[config.mk]
export PLATFORM = sky130hd
export DESIGN_NAME = gps_tab_arb
export DESIGN_NICKNAME = d
export VERILOG_FILES = /design/src/rtl/gps_tab_arb.sv
export SDC_FILE = /design/constraint.sdc
export NUM_CORES = 1
export LEC_CHECK = 0
export BUFFER_PORTS_ARGS = -buffer_cell sky130_fd_sc_hd__buf_2
export CELL_PAD_IN_SITES_DETAIL_PLACEMENT = 1
export CELL_PAD_IN_SITES_GLOBAL_PLACEMENT = 2
export CORE_MARGIN = 3
export CORE_UTILIZATION = 15
export CTS_CLUSTER_SIZE = 20
export DETAILED_ROUTE_END_ITERATION = 6
export PLACE_DENSITY = 0.93
export SETUP_SLACK_MARGIN = 0.2
export SYNTH_ARGS = -nofsm -noshare
export SYNTH_HDL_FRONTEND = slang
export SYNTH_SLANG_ARGS = --single-unit
export TNS_END_PERCENT = 10
[constraint.sdc]
create_clock -name clk -period 5.2 [get_ports clk]
set_clock_uncertainty 0.15 [all_clocks]
set_input_delay 1.04 -clock clk [delete_from_list [all_inputs] [get_ports clk]]
set_output_delay 1.04 -clock clk [all_outputs]
set_load 0.05 [all_outputs]
[src/rtl/gps_tab_arb.sv]
// Two-requester burst arbiter for the shared GPS trig lookup table.
// Grants one burst at a time, streams its beats from the ROM and flags completion.
module gps_tab_arb (
    input  logic         clk,
    input  logic         reset,
    input  logic         req0,
    input  logic [6:0]   addr0,
    input  logic [2:0]   len0,
    input  logic         req1,
    input  logic [6:0]   addr1,
    input  logic [2:0]   len1,
    output logic         gnt0,
    output logic         gnt1,
    output logic         rom_en,
    output logic [6:0]   rom_addr,
    input  logic [127:0] rom_data,
    output logic         rd_valid,
    output logic         rd_id,
    output logic [2:0]   rd_beat,
    output logic [127:0] rd_data,
    output logic         done0,
    output logic         done1,
    output logic         busy
);

    localparam int unsigned AW = 7;
    localparam int unsigned LW = 3;
    localparam int unsigned DW = 128;

    typedef enum logic [1:0] {IDLE, BURST, DRAIN} state_e;

    state_e          state_q, state_d;
    logic            id_q, id_d;
    logic [AW-1:0]   base_q, base_d;
    logic [LW-1:0]   len_q, len_d;
    logic [LW-1:0]   beat_q, beat_d;
    logic            last_q, last_d;
    logic            gnt0_q, gnt0_d;
    logic            gnt1_q, gnt1_d;
    logic            rom_en_q, rom_en_d;
    logic [AW-1:0]   rom_addr_q, rom_addr_d;
    logic            rd_valid_q, rd_valid_d;
    logic            rd_id_q, rd_id_d;
    logic [LW-1:0]   rd_beat_q, rd_beat_d;
    logic            done0_q, done0_d;
    logic            done1_q, done1_d;
    logic            busy_q, busy_d;
    logic            win;
    logic            last_beat;

    // Next-state, capture and registered-output computation
    always_comb begin
        state_d    = state_q;
        id_d       = id_q;
        base_d     = base_q;
        len_d      = len_q;
        beat_d     = beat_q;
        last_d     = last_q;
        gnt0_d     = 1'b0;
        gnt1_d     = 1'b0;
        rom_en_d   = 1'b0;
        rom_addr_d = '0;
        win        = 1'b0;

        case (state_q)
            IDLE: begin
                if (req0 || req1) begin
                    // On contention the requester not granted last wins
                    win        = (req0 && req1) ? ~last_q : req1;
                    state_d    = BURST;
                    id_d       = win;
                    base_d     = win ? addr1 : addr0;
                    len_d      = win ? len1 : len0;
                    beat_d     = '0;
                    last_d     = win;
                    gnt0_d     = ~win;
                    gnt1_d     = win;
                    rom_en_d   = 1'b1;
                    rom_addr_d = win ? addr1 : addr0;
                end
            end
            BURST: begin
                if (beat_q == len_q) begin
                    state_d = DRAIN;
                end else begin
                    beat_d     = beat_q + LW'(1);
                    rom_en_d   = 1'b1;
                    rom_addr_d = base_q + AW'(beat_d);
                end
            end
            DRAIN: begin
                state_d = IDLE;
            end
            default: begin
                state_d = IDLE;
            end
        endcase

        last_beat  = rom_en_q && (beat_q == len_q);
        rd_valid_d = rom_en_q;
        rd_id_d    = id_q;
        rd_beat_d  = beat_q;
        done0_d    = last_beat && !id_q;
        done1_d    = last_beat && id_q;
        busy_d     = (state_d != IDLE);
    end

    always_ff @(posedge clk) begin
        if (reset) begin
            state_q    <= IDLE;
            id_q       <= 1'b0;
            base_q     <= '0;
            len_q      <= '0;
            beat_q     <= '0;
            last_q     <= 1'b1;
            gnt0_q     <= 1'b0;
            gnt1_q     <= 1'b0;
            rom_en_q   <= 1'b0;
            rom_addr_q <= '0;
            rd_valid_q <= 1'b0;
            rd_id_q    <= 1'b0;
            rd_beat_q  <= '0;
            done0_q    <= 1'b0;
            done1_q    <= 1'b0;
            busy_q     <= 1'b0;
        end else begin
            state_q    <= state_d;
            id_q       <= id_d;
            base_q     <= base_d;
            len_q      <= len_d;
            beat_q     <= beat_d;
            last_q     <= last_d;
            gnt0_q     <= gnt0_d;
            gnt1_q     <= gnt1_d;
            rom_en_q   <= rom_en_d;
            rom_addr_q <= rom_addr_d;
            rd_valid_q <= rd_valid_d;
            rd_id_q    <= rd_id_d;
            rd_beat_q  <= rd_beat_d;
            done0_q    <= done0_d;
            done1_q    <= done1_d;
            busy_q     <= busy_d;
        end
    end

    assign gnt0     = gnt0_q;
    assign gnt1     = gnt1_q;
    assign rom_en   = rom_en_q;
    assign rom_addr = rom_addr_q;
    assign rd_valid = rd_valid_q;
    assign rd_id    = rd_id_q;
    assign rd_beat  = rd_beat_q;
    assign done0    = done0_q;
    assign done1    = done1_q;
    assign busy     = busy_q;

    // ROM data arrives the cycle after the read strobe, aligned with rd_valid
    assign rd_data  = rd_valid_q ? rom_data : DW'(0);

endmodule
# == Word-level counts from Yosys, hierarchy flattened ==
# Cells that the tools add are included.
# Widths: inputs -> output; s select.
# classes
n_addsub,2
n_eq_ne,4
n_mux,16
bitwise_logic,4
reduce_logical,12
# ops
operator,n
$mux 128,1
$mux 7,3
$pmux 7 s2,1
$mux 3,3
$add 7x3->7,1
$pmux 3 s2,1
$logic_and 1x1->1,4
$mux 2,2
$ne 2x2->1 const B,2
$not 1->1,4
$pmux 2 s2,1
$reduce_bool 2->1,2
$add 3x1->3 const B,1
$eq 3x3->1,1
$mux 1,3
$reduce_and 3->1,1
$reduce_or 3->1,1
$eq 2x1->1 const B,1
$logic_not 2->1,1
$pmux 1 s2,1
$reduce_and 2->1,1
$logic_not 1->1,1
$logic_or 1x1->1,1
# totals
reg_bits,35
inputBits,152
elab_cells,54

# == Depth between registers and ports, before layout ==
# Gate-level depths: netlist of the first run.
# depth
ltp_word,5
depth_mapped,7
ltp_nobuf,7

# == Worst setup path after synthesis of the first run ==
# Ideal clock, no wire load.
# synth_timing
path_kind,register -> output
startpoint,"register rd_valid_q, in the netlist rd_valid"
endpoint,output port rd_data[100]
t_arrival_ns,1.591
path_slack_ns,2.419
path_stages_with_launch,4
cell_sequence,dfxtp_1 clkbuf_1 clkbuf_1 and2_1
# synth_between
elab_chain_cells,1
# synth_lines
item,line,source
"start, declared",42,"logic rd_valid_q, rd_valid_d;"
"start signal, assigned",137,rd_valid_q <= rd_valid_d;
$mux 128,158,assign rd_data = rd_valid_q ? rom_data : DW'(0);
"end, declared",20,"output logic [127:0] rd_data,"
# Every way passes these cells.

# == Worst setup path after layout of the first run ==
# layout_timing
startpoint,"register rd_valid_q, in the netlist rd_valid"
endpoint,output port rd_data[51]
# Same word-level chain as after synthesis.

==> results of run 1 <==
## path summary, 6_finish.rpt
| check | end | cells past startpoint | start |
|---|---|---|---|
| hold reg to reg | done0$_SDFF_PP0_ | 1 | id_q$_SDFFE_PP0P_ |
| setup / recovery | rd_data[51] | 3 | rd_valid$_SDFF_PP0_ |
| hold / removal | done0$_SDFF_PP0_ | 1 | id_q$_SDFFE_PP0P_ |
| setup reg to reg | rom_addr[6]$_SDFF_PP0_ | 6 | beat_q[0]$_SDFFE_PP0P_ |
## cells by family (layout without fill, tap and decap cells)
logic type / after synthesis / in the layout / synth area share (%)
flops: 35 / 35 / 30.8
fa+ha+maj: 5 / 5 / 3.08
mux: 13 / 13 / 5.89
compound gates: 28 / 28 / 8.75
xor+xnor: 9 / 9 / 3.47
other cells: 0 / 3 / 0
buf+inv: 20 / 306 / 4.13
simple gates: 170 / 170 / 43.9
## per-layer routing
| layer | global-route usage [%] | share of wire (%) |
|---|---|---|
| met5 | 0 | 0 |
| met4 | 2.66 | 0.72 |
| met3 | 5.11 | 9.0 |
| met2 | 26.6 | 50 |
| met1 | 19.3 | 41 |
## layout make-up
| cell class | count | area, um^2 |
|---|---|---|
| multi-input combinational | 225 | 1480 |
| inverter | 1 | 3.75 |
| fill | 1839 | 10600 |
| clock inverter | 1 | 30.0 |
| antenna | 3 | 7.51 |
| sequential | 35 | 702 |
| clock buffer | 6 | 129 |
| timing repair buffer | 298 | 1490 |
| tap | 184 | 230 |
## synthesized netlist by cell type, types with 4 or more instances
cell | count | area, um^2
and2_1 | 130 | 813
dfxtp_1 | 35 | 701
nor2_1 | 20 | 75.1
clkbuf_1 | 15 | 56.3
a211oi_1 | 11 | 82.6
mux2i_1 | 10 | 100
xnor2_1 | 6 | 52.6
o22ai_1 | 5 | 31.3
ha_1 | 4 | 50.1
nand2_1 | 4 | 15.0
nor2b_1 | 4 | 25.0
nor3_1 | 4 | 20.0
## state kept, by name (all words and copies together), names as in the netlist
signal and cells:
rd_beat 3, rd_id 1, rom_addr 7, gnt0 1
done1 1, id_q 1, rd_valid 1, len_q 3
last_q 1, busy 1, rom_en 1, base_q 7
beat_q 3, done0 1, state_q 2, gnt1 1
## per-stage QoR
stage / cell area, um^2 / worst slack (ns) / instances
4_1_cts: 4070 / 1.67 / 750
2_1_floorplan: 2270 / 2.42 / 280
3_5_place_dp: 3910 / 1.98 / 743
5_1_grt: 4080 / 1.47 / 753
6_report: 4080 / 1.74 / 753
3_3_place_gp: 3910 / 2.02 / 743
## power by group through the flow
stage	Combinational, uW	Clock, uW	Sequential (uW)
2_1_floorplan	349	0	371
3_3_place_gp	543	0	338
3_5_place_dp	548	0	339
4_1_cts	552	328	334
5_1_grt	582	337	340
6_report	546	323	333
## worst max-delay path, cell delays in order, from the launching register on
cell	delay, ns
dfxtp_2	1.09
buf_4	0.43
and2_1	0.17
buf_2	0.27
## cells in the final DEF (no fill, tap or decap), types with 2 or more instances in the layout
| master | instances |
|---|---|
| a21o_1 | 2 |
| o21ai_0 | 3 |
| nor2b_1 | 4 |
| dfxtp_1 | 34 |
| ha_1 | 4 |
| buf_2 | 297 |
| xnor2_1 | 6 |
| a211oi_1 | 11 |
| a21oi_1 | 2 |
| nor3_1 | 4 |
| mux2i_1 | 10 |
| diode_2 | 3 |
| xor2_1 | 3 |
| nand2_1 | 4 |
| clkbuf_16 | 5 |
| nand3_1 | 3 |
| o22ai_1 | 5 |
| and2_1 | 130 |
| nor2_1 | 20 |
| mux2_2 | 3 |
==> metrics.yaml, run 1 <==
status: "complete, no violations"
cts.sinks: 35
p_clk_share_pct: 26.9
cts_resized: 0
final.setup.tns_ns: 0
powerDensity_nw_per_um2: 295
worstHoldPathType: "reg2reg"
clk_pin_slew_ns: 0.05
power_uw: 1200
drt_iter0_drc: 73
p_int_uw: 681
ys_ff_latch: 35
cts_root_buffer: "clkbuf_16"
drive_gt1_share_pct: 54.8
finalHoldViolCount: 0
start_util_pct: 15.5
grt_max_degree: 92
port_buffers: 297
remaining_drc_errors: 0
power_switching_uw: 521
synth_enable_flop_cells: 0
synth_ff_type: "dfxtp_1"
vias_per_cell: 3.96
worstSetupEndpointType: "output port"
cts_setup_buffers: 0
synth_warnings: 0
setup_violations: 0
dieArea_um2: 16700
dpl.hpwl_um: 13100
cts_tree: "built"
die_x_um: 129
dr.pass1.iters: 4
core_um2: 14700
vias: 2980
antenna_left: 0
syn-cell-area_um2: 2270
clock_path_buffers: 2
maxSlewViolCount: 0
final_nets: 723
synth-seq-area-share_pct: 30.8
grt_pass1_wl_um: 19200
numCtsBuffers: 5
syn_area_per_cell_um2: 8.12
timing.fmax_mhz: 289
synthArstFlopShare_pct: 0
grt_antenna_before_repair: 3
insertion_delay_ns: 0.27
post-route-util_pct: 27.7
path_max_fanout: 91
pwr-share-seq_pct: 27.7
rsz0062_at_grt: "no"
ios: 298
whs_ns: 0.269
area_growth_syn_to_layout_pct: 79.3
grt.overflow.total: 0
die_h_um: 129
row_count: 44
start_kind: "register"
grt_usage_pct: 15.5
crit_arrival_ns: 2.27
fin_crit_sh_pct: 66.6
pwr-share-comb_pct: 45.4
post_drt_wl_per_cell_um: 19.3
slew_headroom_pct: 22.5
synthCells: 280
synth_nets: 437
worst_slew_pin_slew_ns: 1.16
path_class: "reg2out"
cp.required_ns: 4.01
grt_pass1_vias: 2955
drv_cap: 0
min_period_ns: 3.46
ff2ff_setup_slack_ns: 3.11
ir_drop_v: 0.000210
switching_share_pct: 43.3
gp_congestion: 0.819
yosys.cell_types.count: 33
ctsHoldBuffers: 0
wirelength_um: 14500
power_leakage_uw: 0.00239
htreeDepth: 2
Power figures use the tool's default switching activity.
==> inputs of run 2 (changes only) <==
--- a/config.mk
+++ b/config.mk
@@ -5,14 +5,15 @@
 export SDC_FILE = /design/constraint.sdc
 export NUM_CORES = 1
 export LEC_CHECK = 0
+export ABC_AREA = 1
 export BUFFER_PORTS_ARGS = -buffer_cell sky130_fd_sc_hd__buf_2
 export CELL_PAD_IN_SITES_DETAIL_PLACEMENT = 1
 export CELL_PAD_IN_SITES_GLOBAL_PLACEMENT = 2
 export CORE_MARGIN = 3
-export CORE_UTILIZATION = 15
+export CORE_UTILIZATION = 12
 export CTS_CLUSTER_SIZE = 20
 export DETAILED_ROUTE_END_ITERATION = 6
-export PLACE_DENSITY = 0.93
+export PLACE_DENSITY = 0.83
 export SETUP_SLACK_MARGIN = 0.2
 export SYNTH_ARGS = -nofsm -noshare
 export SYNTH_HDL_FRONTEND = slang
==> constraint.sdc (replaced) <==
create_clock -name clk -period 2.84 [get_ports clk]
set_clock_uncertainty 0.15 [all_clocks]
set_input_delay 0.568 -clock clk [delete_from_list [all_inputs] [get_ports clk]]
set_output_delay 0.568 -clock clk [all_outputs]
set_load 0.05 [all_outputs]
==> run 2 against run 1 <==
Against the previous run: flip-flop and latch count is the same; cell count grew 36%; die area rose by 40%; power increased by 94%; combinational power increased by 100%; core utilization shrank 6.0 points; via count grew 23%; clock power increased by 98%; critical path depth grew 1; global-route usage is 4.1 points lower.
==> metrics.yaml, run 2 <==
fillers: 2763
final_cell_mix: "buf_2, nand2_1, inv_1"
synth_enable_flop_cells: 0
die_h_um: 153
ios: 298
synth_area_leaders: "dfxtp_1, nand2_1, inv_1"
yosysTopAreaCellShare_pct: 27.2
synth_ff_type: "dfxtp_1"
slew_headroom_pct: 62.9
pwr-share-comb_pct: 47.1
p_int_uw: 1270
grt_pass1_wl_um: 21000
drv_cap: 0
start_kind: "register"
pwr-share-seq_pct: 25.5
min_delay_path_depth: 1
insertion_delay_ns: 0.28
drive_gt1_share_pct: 43.5
worstSetupEndpointType: "output port"
wirelength_um: 14000
rsz0062_at_grt: "no"
clk_pin_slew_ns: 0.06
grt_antenna_before_repair: 1
yosysTopAreaCell: "dfxtp_1"
start_util_pct: 12.5
final_common_cell: "buf_2"
crit_slowest_cell: "dfxtp_4"
dr.pass1.iters: 4
synthArstFlopShare_pct: 0
vias: 3660
grt_max_degree: 47
stdcell_count: 1027
vias_per_cell: 3.56
setup_violations: 0
synthCells: 468
cts_resized: 0
core_um2: 20700
gp_congestion: 0.854
area_growth_syn_to_layout_pct: 74.8
cts.sinks: 35
ctsHoldBuffers: 0
fin_crit_sh_pct: 83.9
status: "complete, no violations"
grt.overflow.total: 0
htreeDepth: 2
power_switching_uw: 1060
crit_chain: "buf_4 -> nand2_1 -> inv_1 -> buf_2"
ys_ff_latch: 35
timing.fmax_mhz: 420
syn_area_per_cell_um2: 5.51
finalHoldViolCount: 0
crit_arrival_ns: 1.66
remaining_drc_errors: 0
cts_setup_buffers: 0
synth_warnings: 0
die_x_um: 153
antenna_left: 0
numCtsBuffers: 5
cts_tree: "built"
synth-seq-area-share_pct: 27.2
row_count: 52
min_period_ns: 2.38
final_nets: 912
p_clk_share_pct: 27.4
path_max_fanout: 35
power_leakage_uw: 0.00350
synth_nets: 625
syn-cell-area_um2: 2580
switching_share_pct: 45.6
drt_iter0_drc: 155
worstHoldPathType: "reg2reg"
dieArea_um2: 23300
cp.required_ns: 2.12
yosys.cell_types.count: 32
grt_pass1_vias: 3601
worstRegToRegCells: 11
final.setup.tns_ns: 0
cts_root_buffer: "clkbuf_16"
slowest_delay_ns: 0.57
port_buffers: 297
powerDensity_nw_per_um2: 518
grt_usage_pct: 11.4
maxSlewViolCount: 0
dp.cells: 1018
ir_drop_v: 0.000256
dpl.hpwl_um: 12400
path_class: "reg2out"
worst_slew_pin_slew_ns: 0.557
clock_path_buffers: 2
synth.most_common_cell: "nand2_1"
post_drt_wl_per_cell_um: 13.7
synth_commonest_cells: "nand2_1, inv_1, dfxtp_1"
seqCellArea_um2: 704
multi_input_area_um2: 1170
-- run 2: changes by cell type after synthesis, sizes merged, moves of 13 or more --
| cell | change |
|---|---|
| a21oi | +16 |
| and2 | -131 |
| buf | +15 |
| clkbuf | -13 |
| inv | +154 |
| nand2 | +172 |
-- run 2: worst paths after layout --
path / startpoint / to / slack (ns)
worst max-delay path: rd_valid$_SDFF_PP0_ / rd_data[70] / 0.46
worst max register to register: beat_q[0]$_SDFFE_PP0P_ / rom_addr[3]$_SDFF_PP0_ / 0.74
worst min-delay path: id_q$_SDFFE_PP0P_ / done0$_SDFF_PP0_ / 0.27
worst min register to register: id_q$_SDFFE_PP0P_ / done0$_SDFF_PP0_ / 0.27
-- run 2: layout make-up --
type | count | area share, %
repair buffers | 301 | 33.9
multi-input cells | 257 | 26.1
flip-flops and latches | 35 | 15.6
inverters | 155 | 12.9
well taps | 270 | 7.50
clock buffers | 6 | 3.08
clock inverters | 2 | 0.778
diodes | 1 | 0.0556
-- run 2: logic make-up (layout without fill, tap and decap cells) --
logic type	Yosys count	count (layout)	synth area share (%)
compound gates	38	38	8.45
simple gates	209	209	32.7
buf+inv	176	464	27.2
flops	35	35	27.2
xor+xnor	5	5	1.70
fa+ha+maj	5	5	2.72
other cells	0	1	0
-- run 2: worst max-delay path, delay by kind of cell (launching register included) --
family,cells,cell delay [ns]
AND/OR/NAND/NOR,1,0.09
buffers and inverters,3,0.70
flip-flops,1,0.57
-- run 2: power groups by stage --
| stage | registers [uW] | clock network (uW) | logic, uW |
|---|---|---|---|
| final | 595 | 639 | 1100 |
| after CTS | 598 | 653 | 1120 |
| after detailed placement | 607 | 0 | 1120 |
| after floorplan | 678 | 0 | 714 |
| after global routing | 606 | 675 | 1200 |
| after global placement | 606 | 0 | 1110 |
-- run 2: routing by layer --
layer | up-vias | part of all wire, % | track usage, %
met2 | 143 | 54 | 22.2
li1 | 1873 | - | -
met4 | 0 | 0.73 | 2.12
met1 | 1636 | 39 | 12.4
met5 | - | 0 | 0
met3 | 8 | 7.2 | 3.01
-- run 2: per-stage QoR --
step                power [uW]  setup WS (ns)  utilization (%)  cell area [um^2]  hold WS (ns)
CTS                       2370          0.441             21.8              4500         0.278
global placement          1720          0.763             20.9              4330         0.263
detailed placement        1720          0.743             20.9              4330         0.270
global route              2480          0.296             21.8              4500         0.296
finish                    2330          0.458             21.8              4500         0.272
floorplan                 1390          0.567                -              2580         0.251
